## config.mk

```make
export PLATFORM = sky130hd
export DESIGN_NAME = ecap5_wbuart_bridge
export DESIGN_NICKNAME = d
export VERILOG_FILES = /design/src/rtl/ecap5_wbuart_bridge.sv
export SDC_FILE = /design/constraint.sdc
export NUM_CORES = 1
export LEC_CHECK = 0
export CAP_MARGIN = 10
export CORE_MARGIN = 5
export CORE_UTILIZATION = 40
export CTS_BUF_LIST = sky130_fd_sc_hd__clkbuf_16
export DETAILED_ROUTE_END_ITERATION = 10
export GPL_TIMING_DRIVEN = 0
export SLEW_MARGIN = 10
export SYNTH_ARGS = -nofsm -noshare
export SYNTH_HDL_FRONTEND = slang
export SYNTH_SLANG_ARGS = --single-unit
```

## constraint.sdc

```tcl
create_clock -name clk_i -period 12.4 [get_ports clk_i]
set_input_delay 1.24 -clock clk_i [delete_from_list [all_inputs] [get_ports clk_i]]
set_output_delay 1.24 -clock clk_i [all_outputs]
set_load 0.005 [all_outputs]
```

## src/rtl/ecap5_wbuart_bridge.sv

```systemverilog
// ecap5_wbuart_bridge: UART-driven single-beat Wishbone B4 pipelined master.
// 8N1 command frames in on uart_rx_i, one 32-bit read or write on the bus,
// status or read data shifted back out on uart_tx_o.
module ecap5_wbuart_bridge #(
  parameter int CLK_PER_BIT = 868,
  parameter int WB_TIMEOUT  = 1024
) (
  input  logic        clk_i,
  input  logic        rst_i,
  output logic [31:0] wb_adr_o,
  output logic [31:0] wb_dat_o,
  input  logic [31:0] wb_dat_i,
  output logic        wb_we_o,
  output logic [3:0]  wb_sel_o,
  output logic        wb_stb_o,
  input  logic        wb_ack_i,
  output logic        wb_cyc_o,
  input  logic        wb_stall_i,
  input  logic        uart_rx_i,
  output logic        uart_tx_o
);

  localparam int CW = $clog2(CLK_PER_BIT);
  localparam int TW = (WB_TIMEOUT > 1) ? $clog2(WB_TIMEOUT) : 1;
  localparam logic [CW-1:0] BIT_LAST  = CW'(CLK_PER_BIT - 1);
  localparam logic [CW-1:0] HALF_LAST = CW'(CLK_PER_BIT / 2 - 1);
  localparam logic [TW-1:0] TMO_LAST  = TW'(WB_TIMEOUT - 1);

  typedef enum logic [1:0] {RX_IDLE, RX_START, RX_DATA, RX_STOP} rx_state_t;
  typedef enum logic [2:0] {P_IDLE, P_ADDR, P_DATA, P_BUS_REQ, P_BUS_WAIT, P_RESP} p_state_t;

  rx_state_t       rx_state;
  logic            rx_s1, rx_s2, rx_prev;
  logic [CW-1:0]   rx_cnt;
  logic [2:0]      rx_bit;
  logic [7:0]      rx_shift;
  logic [7:0]      rx_byte;
  logic            rx_valid;
  logic            rx_ferr;

  p_state_t        state;
  logic [1:0]      byte_cnt;
  logic            cmd_we;
  logic [TW-1:0]   tcnt;
  logic [31:0]     resp_data;
  logic [2:0]      resp_left;
  logic [CW-1:0]   tx_cnt;
  logic [3:0]      tx_bit;
  logic            ack_ok;

  // An ack counts only once the strobe has been accepted (this cycle or earlier).
  assign ack_ok = wb_ack_i && ((state == P_BUS_WAIT) || (state == P_BUS_REQ && !wb_stall_i));

  // RX: synchronize, detect start edge, sample each bit at its midpoint.
  always_ff @(posedge clk_i or posedge rst_i) begin
    if (rst_i) begin
      rx_s1    <= 1'b1;
      rx_s2    <= 1'b1;
      rx_prev  <= 1'b1;
      rx_state <= RX_IDLE;
      rx_cnt   <= '0;
      rx_bit   <= '0;
      rx_shift <= '0;
      rx_byte  <= '0;
      rx_valid <= 1'b0;
      rx_ferr  <= 1'b0;
    end else begin
      rx_s1    <= uart_rx_i;
      rx_s2    <= rx_s1;
      rx_prev  <= rx_s2;
      rx_valid <= 1'b0;
      rx_ferr  <= 1'b0;
      case (rx_state)
        RX_IDLE: begin
          if (rx_prev && !rx_s2) begin
            rx_state <= RX_START;
            rx_cnt   <= HALF_LAST;
          end
        end
        RX_START: begin
          if (rx_cnt != '0) begin
            rx_cnt <= rx_cnt - CW'(1);
          end else if (rx_s2) begin
            rx_state <= RX_IDLE;  // glitch, not a real start bit
          end else begin
            rx_state <= RX_DATA;
            rx_cnt   <= BIT_LAST;
            rx_bit   <= '0;
          end
        end
        RX_DATA: begin
          if (rx_cnt != '0) begin
            rx_cnt <= rx_cnt - CW'(1);
          end else begin
            rx_shift <= {rx_s2, rx_shift[7:1]};
            rx_cnt   <= BIT_LAST;
            rx_bit   <= rx_bit + 3'd1;
            if (rx_bit == 3'd7) rx_state <= RX_STOP;
          end
        end
        default: begin
          if (rx_cnt != '0) begin
            rx_cnt <= rx_cnt - CW'(1);
          end else begin
            rx_state <= RX_IDLE;
            if (rx_s2) begin
              rx_byte  <= rx_shift;
              rx_valid <= 1'b1;
            end else begin
              rx_ferr  <= 1'b1;
            end
          end
        end
      endcase
    end
  end

  // Command parser, bus master and response transmitter in one registered FSM.
  always_ff @(posedge clk_i or posedge rst_i) begin
    if (rst_i) begin
      state     <= P_IDLE;
      byte_cnt  <= '0;
      cmd_we    <= 1'b0;
      tcnt      <= '0;
      resp_data <= '0;
      resp_left <= '0;
      tx_cnt    <= '0;
      tx_bit    <= '0;
      uart_tx_o <= 1'b1;
      wb_adr_o  <= '0;
      wb_dat_o  <= '0;
      wb_we_o   <= 1'b0;
      wb_sel_o  <= 4'h0;
      wb_stb_o  <= 1'b0;
      wb_cyc_o  <= 1'b0;
    end else begin
      case (state)
        P_IDLE: begin
          if (rx_valid) begin
            byte_cnt <= '0;
            if (rx_byte == 8'h01 || rx_byte == 8'h02) begin
              cmd_we <= (rx_byte == 8'h01);
              state  <= P_ADDR;
            end else begin
              resp_data <= 32'h0000_00EE;
              resp_left <= 3'd1;
              uart_tx_o <= 1'b0;
              tx_cnt    <= BIT_LAST;
              tx_bit    <= '0;
              state     <= P_RESP;
            end
          end
        end
        P_ADDR, P_DATA: begin
          if (rx_ferr) begin
            state <= P_IDLE;
          end else if (rx_valid) begin
            byte_cnt <= byte_cnt + 2'd1;
            if (state == P_ADDR) wb_adr_o <= {rx_byte, wb_adr_o[31:8]};
            else                 wb_dat_o <= {rx_byte, wb_dat_o[31:8]};
            if (byte_cnt == 2'd3) begin
              if (state == P_ADDR && cmd_we) begin
                state <= P_DATA;
              end else begin
                state    <= P_BUS_REQ;
                wb_cyc_o <= 1'b1;
                wb_stb_o <= 1'b1;
                wb_sel_o <= 4'hF;
                wb_we_o  <= cmd_we;
                tcnt     <= '0;
              end
            end
          end
        end
        P_BUS_REQ, P_BUS_WAIT: begin
          tcnt <= tcnt + TW'(1);
          if (state == P_BUS_REQ && !wb_stall_i) begin
            wb_stb_o <= 1'b0;
            state    <= P_BUS_WAIT;
          end
          if (ack_ok || tcnt == TMO_LAST) begin
            wb_cyc_o  <= 1'b0;
            wb_stb_o  <= 1'b0;
            wb_we_o   <= 1'b0;
            wb_sel_o  <= 4'h0;
            uart_tx_o <= 1'b0;
            tx_cnt    <= BIT_LAST;
            tx_bit    <= '0;
            state     <= P_RESP;
            if (!ack_ok) begin
              resp_data <= 32'h0000_00EE;
              resp_left <= 3'd1;
            end else if (cmd_we) begin
              resp_data <= 32'h0000_00A5;
              resp_left <= 3'd1;
            end else begin
              resp_data <= wb_dat_i;
              resp_left <= 3'd4;
            end
          end
        end
        default: begin
          // tx_bit: 0 = start bit on the line, 1..8 = data bit tx_bit-1, 9 = stop bit
          if (tx_cnt != '0) begin
            tx_cnt <= tx_cnt - CW'(1);
          end else begin
            tx_cnt <= BIT_LAST;
            if (tx_bit <= 4'd7) begin
              uart_tx_o <= resp_data[tx_bit[2:0]];
              tx_bit    <= tx_bit + 4'd1;
            end else if (tx_bit == 4'd8) begin
              uart_tx_o <= 1'b1;
              tx_bit    <= 4'd9;
            end else if (resp_left > 3'd1) begin
              resp_data <= {8'h00, resp_data[31:8]};
              resp_left <= resp_left - 3'd1;
              uart_tx_o <= 1'b0;
              tx_bit    <= '0;
            end else begin
              state <= P_IDLE;
            end
          end
        end
      endcase
    end
  end

endmodule
```

==> impl_metrics.json <==
{
  "viasPerCell": 5.43,
  "yosysTopAreaCellShare": 0.514,
  "grt_max_degree": 100,
  "synthDistinctLibCells": 70,
  "multiInputGateArea_um2": 3480,
  "grt_first_pass_wirelength_um": 32000,
  "synth_area_leader_cell": "dfrtp_1",
  "area_growth_pct": 25.6,
  "hold_violations": 0,
  "nFillCells": 1742,
  "place_congestion": 0.859,
  "die_h_um": 152,
  "power_density_nw_per_um2": 127,
  "cts_tree": "done",
  "grt_setup_unrepaired": "no",
  "first_global_vias": 6229,
  "maxSlewViolCount": 0,
  "synthFlopType": "dfrtp_1",
  "finalSetupTns_ns": 0,
  "yosys_warnings": 0,
  "post_dp_cell_area_um2": 9490,
  "synthCells": 679,
  "crit_chain": "clkdlybuf4s50_1, nor4bb_1, o21ai_0, nor2_2, clkbuf_1, a21oi_1, a221oi_2",
  "dp_hpwl_um": 13800,
  "max_stage_delay_ns": 0.50,
  "drt_iter0_markers": 325,
  "die_width_um": 152,
  "ant_nets": 0,
  "drv_cap": 0,
  "port_buffers": 108,
  "synthArstFlopShare": 1.00,
  "holdWs_ns": 0.357,
  "grt_overflow_total": 0,
  "yosys.area_share.simple": 0.0977,
  "pwr-share-seq": 0.457,
  "post_synth_fa_ha_maj_area_fraction": 0.0233,
  "cts_setup_buffers": 0,
  "routed_wl_um": 19300,
  "synth_seq_cells": 169,
  "synthTopCellsByCount": "165 x dfrtp_1, 85 x mux2_2, 46 x o21ai_0",
  "num_rows": 51,
  "p_int_mw": 0.932,
  "drive_above_1_share": 0.206,
  "synth.area.mux_share": 0.163,
  "slowest_stage": "clkdlybuf4s50_1",
  "setup_viol": 0,
  "critPathRequiredTime_ns": 12.73,
  "finalCritPeriodShare": 0.267,
  "crit_type": "in2reg",
  "seq_area_um2": 4230,
  "synthXorXnorAreaFrac": 0.00327,
  "fin_area_um2": 10100,
  "synth_compound_area_frac": 0.146,
  "syn_nets": 731,
  "worst_slew_pin_slew_ns": 0.988,
  "path_clk_slew_ns": 0.07,
  "yosys-top-cells-area": "dfrtp_1 51%, mux2_2 12%, mux2_4 3.4%",
  "cp_max_fo": 10,
  "status": "complete, no violations",
  "h-tree-depth": 4,
  "crit_family": "buffers and inverters",
  "gr-usage-all-layers": 0.177,
  "period_needed_ns": 3.31,
  "nNetsFinal": 859,
  "drt_pass1_iterations": 6,
  "critPathCaptureType": "flop",
  "cts_hold_repair.buffers": 0,
  "cp_num_buf_inv": 2,
  "avgSynthCellArea_um2": 11.8,
  "cts_buffers": 17,
  "fin_skew_ns": 0.00916,
  "maxSlewHeadroom": 0.337,
  "cts_sinks": 169,
  "worstPathArrival_ns": 3.65,
  "drc_errors": 0,
  "start_util": 0.409,
  "antenna_found_initial": 0,
  "core_um2": 19700,
  "worstSkewPairLatency_ns": 0.43,
  "ctsResizeCount": 0,
  "ys_seq_area_frac": 0.527,
  "start_kind": "input pin",
  "ir_worst_vdd_uv": 88.4,
  "total_power_mw": 1.28,
  "share_comb_of_total_power": 0.114,
  "holdCritPathClass": "reg2reg",
  "clock.fmax_ghz": 0.302,
  "clockRootBuffer": "clkbuf_16",
  "clockBufferDepth": 2,
  "p_leak_nw": 4.68,
  "wl_per_cell_um": 17.8,
  "p_switching_mw": 0.347,
  "synth_top_family_by_area": "multiplexers",
  "synth_edf_count": 0,
  "io_pins": 109,
  "yosysMostFrequentCell": "dfrtp_1",
  "vias": 5888,
  "syn_area_um2": 8040,
  "fp.dieArea_um2": 23000,
  "diodes": 0,
  "clkPwrFrac": 0.428,
  "p_sw_frac": 0.271
}
==> cell usage in the layout, fill, tap and decap left out, types with 5 or more instances in the layout <==
cell             Yosys  routed
nand2b_1             7       7
ha_1                15      15
nor4_1               5       5
nand3_1             12      12
inv_1               29      28
o22ai_1              6       6
a22o_1              30      30
o22a_1               5       5
nand2_1             34      34
a31oi_1             10      10
o31ai_1              6       6
nor2_1              33      33
a21o_1               6       6
mux2_2              85      85
o21a_1               7       7
nor2b_1              6       6
clkbuf_1            24      24
nor3_1              11      11
a21oi_1             27      27
mux2_4              18      18
clkdlybuf4s50_1      0     108
o21ai_0             46      46
dfrtp_1            165     165
clkbuf_16            0      17
==> routing by layer <==
metal	share of wire	vias to the layer above	global-route usage
li1	-	2756	-
met1	0.44	2967	0.224
met2	0.51	145	0.300
met3	0.043	20	0.0503
met4	0.013	0	0.0481
met5	0	-	0
==> worst paths after layout <==
kind | depth (start not counted) | slack (ns) | to | startpoint
worst max-delay path | 7 | 9.09 | resp_left[2] | wb_stall_i
max in group asynchronous | 3 | 10.28 | tcnt[8] | rst_i
worst min register to register | 0 | 0.36 | rx_s2 | rx_s1
worst min-delay path | 0 | 0.36 | rx_s2 | rx_s1
min in group asynchronous | 2 | 1.26 | wb_adr_o[0] | rst_i
worst max register to register | 7 | 9.73 | rx_byte[4] | rx_cnt[0]
==> metrics by stage <==
stage                      util  instances  setup WS (ns)
after CTS                 0.514       1085           9.11
final                     0.514       1085           9.09
after detailed placement  0.483       1053           8.67
after floorplan               -        679           6.59
after global routing      0.514       1085           8.89
after global placement    0.481       1052           4.52
==> power groups by stage <==
stage / Sequential [mW] / Combinational [mW] / Clock [mW]
6_report: 0.585 / 0.146 / 0.548
5_1_grt: 0.587 / 0.166 / 0.586
4_1_cts: 0.584 / 0.146 / 0.560
3_5_place_dp: 0.595 / 0.145 / 0
3_3_place_gp: 0.593 / 0.138 / 0
2_1_floorplan: 0.590 / 0.104 / 0
==> kinds of logic after synthesis <==
logic type,Yosys count
xor+xnor,3
flops,169
fa+ha+maj,15
compound gates,172
mux,109
simple gates,145
buf+inv,66
==> flip-flops by register name (all words and copies together) (netlist names), 2 cells and up <==
name	flops
tx_bit	4
rx_bit	3
rx_byte	8
resp_left	3
wb_adr_o	32
resp_data	32
tx_cnt	10
tcnt	10
wb_dat_o	32
byte_cnt	2
rx_cnt	10
rx_state	2
rx_shift	8
state	3
==> cell type report <==
type                            instances  share of cell area
Clock inverter                         15              0.0185
Multi-Input combinational cell        444               0.345
Timing Repair Buffer                  109               0.110
Inverter                               29              0.0115
Sequential cell                       169               0.419
Tap cell                              265              0.0328
Buffer                                 37              0.0212
Clock buffer                           17              0.0421
Power figures use the tool's default switching activity.
